`config.mk`:
```
export PLATFORM = sky130hd
export DESIGN_NAME = seg_scan_decoder
export DESIGN_NICKNAME = d
export VERILOG_FILES = /design/src/rtl/seg_scan_decoder.sv
export SDC_FILE = /design/constraint.sdc
export NUM_CORES = 1
export LEC_CHECK = 0
export BUFFER_PORTS_ARGS = -buffer_cell sky130_fd_sc_hd__buf_2
export CAP_MARGIN = 0
export CORE_MARGIN = 8
export CORE_UTILIZATION = 63
export DETAILED_ROUTE_END_ITERATION = 10
export GPL_ROUTABILITY_DRIVEN = 0
export PLACE_DENSITY = 0.85
export SLEW_MARGIN = 20
export SYNTH_ARGS = -nofsm -noshare
export SYNTH_HDL_FRONTEND = slang
export SYNTH_SLANG_ARGS = --single-unit
```
`constraint.sdc`:
```
create_clock -name clk -period 14.6 [get_ports clk]
set_input_delay 4.38 -clock clk [delete_from_list [all_inputs] [get_ports clk]]
set_output_delay 4.38 -clock clk [all_outputs]
set_load 0.005 [all_outputs]
```
`src/rtl/seg_scan_decoder.sv`:
```
// seg_scan_decoder: reads back a multiplexed active-low 7-segment bus and
// rebuilds one complete scan frame (value, dp, blank, err per digit). The
// frame is then presented on a valid/ready output.
// Optional build macro: SEG_SCAN_DECODER_HEX_EN (hex letters A..F decode as
// valid values instead of errors).
module seg_scan_decoder #(
    parameter int unsigned DIGITS        = 8,
    parameter int unsigned STABLE_CYCLES = 4
) (
    input  logic                  clk,
    input  logic                  rst,
    input  logic [7:0]            seg,
    input  logic [DIGITS-1:0]     an,
    output logic                  out_valid,
    input  logic                  out_ready,
    output logic [4*DIGITS-1:0]   out_digits,
    output logic [DIGITS-1:0]     out_dp,
    output logic [DIGITS-1:0]     out_blank,
    output logic [DIGITS-1:0]     out_err,
    output logic                  overflow
);

    localparam int unsigned IDX_W = (DIGITS > 1) ? $clog2(DIGITS) : 1;
    localparam int unsigned CNT_W = 8;
    localparam int unsigned NZ_W  = 5;
    localparam logic [CNT_W-1:0] CNT_MAX    = '1;
    localparam logic [CNT_W-1:0] CNT_REACH  = CNT_W'(STABLE_CYCLES - 1);

    // Decode a..g into {value[3:0], blank, err}; dp is handled separately.
    function automatic logic [5:0] decode_seg(input logic [6:0] p);
        logic [5:0] r;
        r = {4'hF, 1'b0, 1'b1};
        case (p)
            7'b0000001: r = {4'h0, 2'b00};
            7'b1001111: r = {4'h1, 2'b00};
            7'b0010010: r = {4'h2, 2'b00};
            7'b0000110: r = {4'h3, 2'b00};
            7'b1001100: r = {4'h4, 2'b00};
            7'b0100100: r = {4'h5, 2'b00};
            7'b0100000: r = {4'h6, 2'b00};
            7'b0001111: r = {4'h7, 2'b00};
            7'b0000000: r = {4'h8, 2'b00};
            7'b0000100: r = {4'h9, 2'b00};
            7'b1111111: r = {4'hF, 2'b10};
`ifdef SEG_SCAN_DECODER_HEX_EN
            7'b0001000: r = {4'hA, 2'b00};
            7'b1100000: r = {4'hB, 2'b00};
            7'b0110001: r = {4'hC, 2'b00};
            7'b1000010: r = {4'hD, 2'b00};
            7'b0110000: r = {4'hE, 2'b00};
            7'b0111000: r = {4'hF, 2'b00};
`else
`endif
            default:    r = {4'hF, 2'b01};
        endcase
        return r;
    endfunction

    logic [7:0]              seg_q;
    logic [DIGITS-1:0]       an_q;
    logic [7:0]              prev_seg;
    logic [DIGITS-1:0]       prev_an;
    logic [CNT_W-1:0]        cnt;
    logic [DIGITS-1:0]       mask;
    logic [4*DIGITS-1:0]     slot_val;
    logic [DIGITS-1:0]       slot_dp;
    logic [DIGITS-1:0]       slot_blank;
    logic [DIGITS-1:0]       slot_err;

    logic [NZ_W-1:0]         nzero_c;
    logic [IDX_W-1:0]        idx_c;
    logic                    single_c;
    logic                    match_c;
    logic                    reach_c;
    logic                    capture_c;
    logic                    full_c;
    logic [CNT_W-1:0]        cnt_next_c;
    logic [5:0]              dec_c;

    // Anode analysis, stability tracking and capture decision.
    always_comb begin
        nzero_c = '0;
        idx_c   = '0;
        for (int i = 0; i < DIGITS; i++) begin
            if (!an_q[i]) begin
                nzero_c = nzero_c + NZ_W'(1);
                idx_c   = IDX_W'(i);
            end
        end
        single_c = (nzero_c == NZ_W'(1));
        match_c  = (an_q == prev_an) && (seg_q == prev_seg);

        cnt_next_c = '0;
        if (single_c) begin
            if (!match_c)            cnt_next_c = CNT_W'(1);
            else if (cnt == CNT_MAX) cnt_next_c = cnt;
            else                     cnt_next_c = cnt + CNT_W'(1);
        end

        // Fires only on the sample where the counter arrives at the threshold.
        reach_c   = single_c && (match_c ? (cnt == CNT_REACH) : (STABLE_CYCLES == 1));
        capture_c = reach_c && !mask[idx_c];
        full_c    = &mask;
        dec_c     = decode_seg(seg_q[7:1]);
    end

    // Input stage plus previous-sample and stability counter registers.
    always_ff @(posedge clk or posedge rst) begin
        if (rst) begin
            seg_q    <= '0;
            an_q     <= '0;
            prev_seg <= '0;
            prev_an  <= '0;
            cnt      <= '0;
        end else begin
            seg_q    <= seg;
            an_q     <= an;
            prev_seg <= seg_q;
            prev_an  <= an_q;
            cnt      <= cnt_next_c;
        end
    end

    // Per-digit slots and capture mask; mask clears once the frame is complete.
    always_ff @(posedge clk or posedge rst) begin
        if (rst) begin
            mask       <= '0;
            slot_val   <= '0;
            slot_dp    <= '0;
            slot_blank <= '0;
            slot_err   <= '0;
        end else if (full_c) begin
            mask <= '0;
        end else if (capture_c) begin
            mask[idx_c]               <= 1'b1;
            slot_val[4*idx_c +: 4]    <= dec_c[5:2];
            slot_blank[idx_c]         <= dec_c[1];
            slot_err[idx_c]           <= dec_c[0];
            slot_dp[idx_c]            <= ~seg_q[0];
        end
    end

    // Output frame register with valid/ready handshake and sticky overflow.
    always_ff @(posedge clk or posedge rst) begin
        if (rst) begin
            out_valid  <= 1'b0;
            out_digits <= '0;
            out_dp     <= '0;
            out_blank  <= '0;
            out_err    <= '0;
            overflow   <= 1'b0;
        end else if (full_c && (!out_valid || out_ready)) begin
            out_valid  <= 1'b1;
            out_digits <= slot_val;
            out_dp     <= slot_dp;
            out_blank  <= slot_blank;
            out_err    <= slot_err;
        end else begin
            if (full_c)                 overflow  <= 1'b1;
            if (out_valid && out_ready) out_valid <= 1'b0;
        end
    end

endmodule

```
# Word level (Yosys, flattened, before mapping)
# Index checks and enable logic that the tools add are counted.
# op_classes
bitwise_logic	4
order_cmp	2
add_sub_neg	9
n_reduce_logical	15
shift	2
n_eq_ne	16
n_mux	32
# op_table
operator	count
6-bit one-hot mux with 11 select lines	1
8-bit two-way mux	5
5-bit by 1-bit adder with 5-bit output, second input constant	7
5-bit two-way mux	7
5-bit negator with 34-bit output	1
4-bit by 34-bit variable shift with 32-bit output, first input constant	1
4-bit by 34-bit indexed part select with 32-bit output	1
32-bit bitwise mux	1
8-bit bitwise mux	3
7-bit == test, second input constant	3
3-bit two-way mux	6
8-bit == test	2
7-bit by 3-bit == test with 1-bit output, second input constant	2
7-bit by 6-bit == test with 1-bit output, second input constant	2
9-bit AND reduction	1
8-bit by 1-bit adder with 8-bit output, second input constant	1
8-bit by 2-bit == test with 1-bit output, second input constant	1
8-bit == test, second input constant	1
8-bit bitwise OR	1
8-bit AND reduction	1
7-bit by 1-bit == test with 1-bit output, second input constant	1
7-bit by 4-bit == test with 1-bit output, second input constant	1
7-bit by 5-bit == test with 1-bit output, second input constant	1
7-bit logical NOT	1
13 further kinds	28
# word_totals
register_bits	162
out_inout_bits	58

# Logic depth before layout (Yosys ltp)
# depth
ltp_word	20
mapped_depth	27
mapped_depth_nobuf	25

# Worst setup path after synthesis
# OpenSTA, ideal clock, no wires.
# synth_path
path_kind	input-to-reg
from	input out_ready
to	register out_blank[0]
setup_slack_ps	8817
required_time_ps	14475
stages	5
setup_time_ps	125
arrival_time_ps	5658
path_cell_list	nand2b_1 and2_1 clkbuf_1 clkbuf_1 mux2_2
# synth_via
elab_chain_len	2
# synth_lines
item	line	source
start, declared	15	input logic out_ready,
1-bit logical OR	152	end else if (full_c && (!out_valid || out_ready)) begin
1-bit logical AND	152	
end signal, assigned	156	out_blank <= slot_blank;
end, declared	18	output logic [DIGITS-1:0] out_blank,
# No other way between the ends.
# A chain may end at the register's enable or synchronous reset.

# Worst setup path after layout
# layout_path
from	register an_q[1]
to	register slot_blank[3]
# layout_via
elab_chain_len	17
# layout_lines
item	line	source
start, declared	60	logic [DIGITS-1:0] an_q;
start signal, assigned	117	an_q <= an;
5-bit two-way mux	85	if (!an_q[i]) begin
5-bit by 1-bit adder with 5-bit output	86	nzero_c = nzero_c + NZ_W'(1);
5-bit two-way mux	85	
5-bit by 1-bit adder with 5-bit output	86	
5-bit two-way mux	85	
5-bit by 1-bit adder with 5-bit output	86	
5-bit two-way mux	85	
5-bit by 1-bit adder with 5-bit output	86	
5-bit two-way mux	85	
5-bit by 1-bit adder with 5-bit output	86	
5-bit two-way mux	85	
5-bit by 1-bit adder with 5-bit output	86	
5-bit two-way mux	85	
5-bit by 1-bit == test with 1-bit output	90	single_c = (nzero_c == NZ_W'(1));
1-bit logical AND	101	reach_c = single_c && (match_c ? (cnt == CNT_REACH) : (STABLE_CYCLES == 1));
1-bit logical AND	102	capture_c = reach_c && !mask[idx_c];
2-bit AND reduction (no line)	--	
end signal, assigned by index	137	slot_blank[idx_c] <= dec_c[1];
end, declared	67	logic [DIGITS-1:0] slot_blank;
# Several ways; a longest one is shown, not always the timed one. The select of a mux whose other input is x is not followed.

==> impl_metrics.toml <==
[run_status]
status = "complete, no violations"

[critical_path]
cp-start-kind = "register"
worstPathCellList = "inv_1 > ha_1 > xnor2_1 > ha_1 > nand2b_1 > o31a_1 > inv_1 > ha_1 > nor2_1 > a21oi_1 > ha_1 > nand2b_1 > o21a_1 > o21ai_0 > ha_1 > mux2_2 > ha_1 > o311a_1 > a2111o_1 > or4_1 > or3b_1 > mux2_4"
cp_max_fo = 16
critPathMostFrequentCell = "ha_1"
worstPathRequired_ns = 14.91
cp.buffers_inverters = 2
slowest_delay_ns = 0.84
worstSetupPathType = "reg2reg"
end_kind = "register"
crit_family = "adder cells"
critPathArrivalTime_ns = 6.78
slowest_stage = "or4_1"

[yosys]
synth_top_area_cell = "dfrtp_1"
syn_area_per_cell_um2 = 13.1
async_flop_share = 1.00
synth_warnings = 0
ys_seq_area_frac = 0.561
synth_area_leaders = "dfrtp_1 (56%), mux2_2 (14%), xnor2_1 (2.9%), mux2i_1 (2.6%), ha_1 (2.2%)"
ys_ff_latch = 162
synth_fp_nets = 582
synth_top_cell_area_share = 0.561
synth-edff-count = 0
post-synth-top-count-cell = "dfrtp_1"
synth_cells = 550
synth_cell_types = 60
synth_flop_cell = "dfrtp_1"
yosys-top-cells-count = "dfrtp_1 (162), mux2_2 (90), nor2_1 (35), inv_1 (29), xnor2_1 (24)"
mappedNetlistArea_um2 = 7230

[finish]
fin_nets = 654
syn_to_final_growth_pct = 14.8
n_antenna_cell = 0
postLayoutCellArea_um2 = 8300
final_util = 0.734
drive_gt1_frac = 0.350

[timing]
rsz0062_at_grt = "no"
fin_crit_ns = 6.47
maxSlewHeadroom = 0.386
timing.setup.tns_ns = 0
finalSetupViolations = 0
setup_slack_ns = 8.13
finClkSkew_ns = 0.00795
worstMarginPinSlew_ns = 0.915
min_period_over_period = 0.443
hold_violations = 0
fmax_mhz = 155
slew_violations = 0

[drt]
drc = 0
totalWireLength_um = 14500
drt-wirelength-per-cell_um = 18.7
ant_nets = 0
first_pass_iters = 6
via_per_inst = 5.73
num_vias = 4451
drt_iter0_drc = 353

[clock_tree]
clock_latency_ns = 0.43
post_cts_buffers = 0
cts.sinks = 162
ctsResizeCount = 0
root_buffer = "clkbuf_16"
cts.htree.levels = 4
clock_path_buffers = 2
clkTransAtPathRegs_ns = 0.06
cts_made_buffers = 17
tritoncts = "built"
ctsHoldBuffers = 0

[floorplan]
die_h_um = 123
dieArea_um2 = 15200
start_util = 0.639
rows = 39
die_x_um = 123
core_area_um2 = 11300
pin_count = 77

[power]
p_leak_nw = 4.14
p_per_area_nw_per_um2 = 120
peakVddDrop_mv = 0.0966

[global_route]
grt_max_degree = 95
antenna_found_initial = 0
grt.total_usage = 0.205
grt-ovfl-total = 0
grt_pass1_wl_um = 24200
grt_pass1_vias = 4743

[placement]
hpwl_um = 9920
port_buffers = 76
place_area_um2 = 7690
pre_cts_slack_ns = 8.23

[min_path]
hold_class = "reg2reg"

[job]
max_cap_violations = 0
-- metal layers --
metal	share of wire	vias to the layer above	routed length, um	GRT usage
li1	-	2075	-	-
met1	0.42	2272	6100	0.248
met2	0.53	86	7640	0.349
met3	0.038	18	553	0.0475
met4	0.017	0	250	0.0805
met5	0	-	0	0
-- state kept, by name, indices dropped and copies added (netlist names), 8 cells and up --
| signal | count |
|---|---|
| mask | 8 |
| slot_err | 8 |
| out_digits | 32 |
| slot_dp | 8 |
| prev_an | 8 |
| out_blank | 8 |
| out_err | 8 |
| out_dp | 8 |
| an_q | 8 |
| cnt | 8 |
| seg_q | 8 |
| slot_blank | 8 |
| prev_seg | 8 |
| slot_val | 32 |
-- report_power, final --
part | leakage, nW | internal (mW) | switching [mW]
clock network | 0.296 | 0.281 | 0.173
logic | 1.65 | 0.0331 | 0.0462
registers | 2.19 | 0.455 | 0.00961
total | 4.14 | 0.769 | 0.229
-- logic make-up (layout without fill, tap and decap cells) --
group | after synthesis | after routing | share of synthesized area
flops | 162 | 162 | 0.561
simple gates | 129 | 129 | 0.117
mux | 116 | 116 | 0.179
buf+inv | 54 | 138 | 0.0315
compound gates | 44 | 44 | 0.0460
xor+xnor | 32 | 32 | 0.0434
fa+ha+maj | 13 | 13 | 0.0225
-- worst register-to-register path, delay by kind of cell (launching register included) --
kind,cells,cell delay [ns]
XOR/XNOR,1,0.28
multiplexers,2,0.59
adder cells (fa/ha/maj),6,1.82
AO/OA/AOI/OAI,6,1.43
flip-flops,1,0.42
buffers and inverters,2,0.13
AND/OR/NAND/NOR,5,1.71
-- area by class of cell --
type,instances,area (um^2)
fill,749,3020
timing repair buffer,78,395
clock inverter,9,130
inverter,29,114
sequential,162,4050
multi-input combinational,334,2960
tap,143,179
clock buffer,22,474
-- per-stage QoR --
step | hold WS, ns | instances | power (mW)
after floorplan | 0.349 | 550 | 0.532
after global placement | 0.421 | 746 | 0.545
after detailed placement | 0.447 | 746 | 0.550
after CTS | 0.458 | 777 | 1.00
after global routing | 0.485 | 777 | 1.04
final | 0.452 | 777 | 0.998
-- worst paths after layout --
path	start	endpoint	slack, ns	cells past startpoint
max	an_q[1]$_DFF_PP0_	slot_blank[3]$_DFFE_PP0P_	8.13	22
min	an_q[0]$_DFF_PP0_	prev_an[0]$_DFF_PP0_	0.45	0
max reg2reg	an_q[1]$_DFF_PP0_	slot_blank[3]$_DFFE_PP0P_	8.13	22
min reg2reg	an_q[0]$_DFF_PP0_	prev_an[0]$_DFF_PP0_	0.45	0
max in group asynchronous	rst	prev_an[3]$_DFF_PP0_	9.07	3
min in group asynchronous	rst	out_digits[23]$_DFFE_PP0P_	4.13	2
-- cell usage in the layout, fill, tap and decap left out, types with 3 or more instances in the layout --
cell type	n
dfrtp_1	162
mux2_2	90
buf_2	76
nor2_1	35
inv_1	28
xnor2_1	24
mux2i_1	19
clkbuf_16	17
nand2_1	15
ha_1	13
nand4_1	9
nor2b_1	8
nand3_1	7
a21oi_1	7
nand2b_1	7
a211oi_1	7
xor2_1	6
a21o_1	6
nor3_1	5
nor3_2	5
and3_1	4
nor4_1	4
or3_1	4
mux2_4	4
o21ai_0	3
nand3b_1	3
nor3b_1	3
nand4b_1	3
nand4bb_4	3
mux2_1	3
nor4b_4	3
bufinv_16	3
clkinv_2	3
clkbuf_8	3
Note: power is estimated with default switching activity, not from simulation.
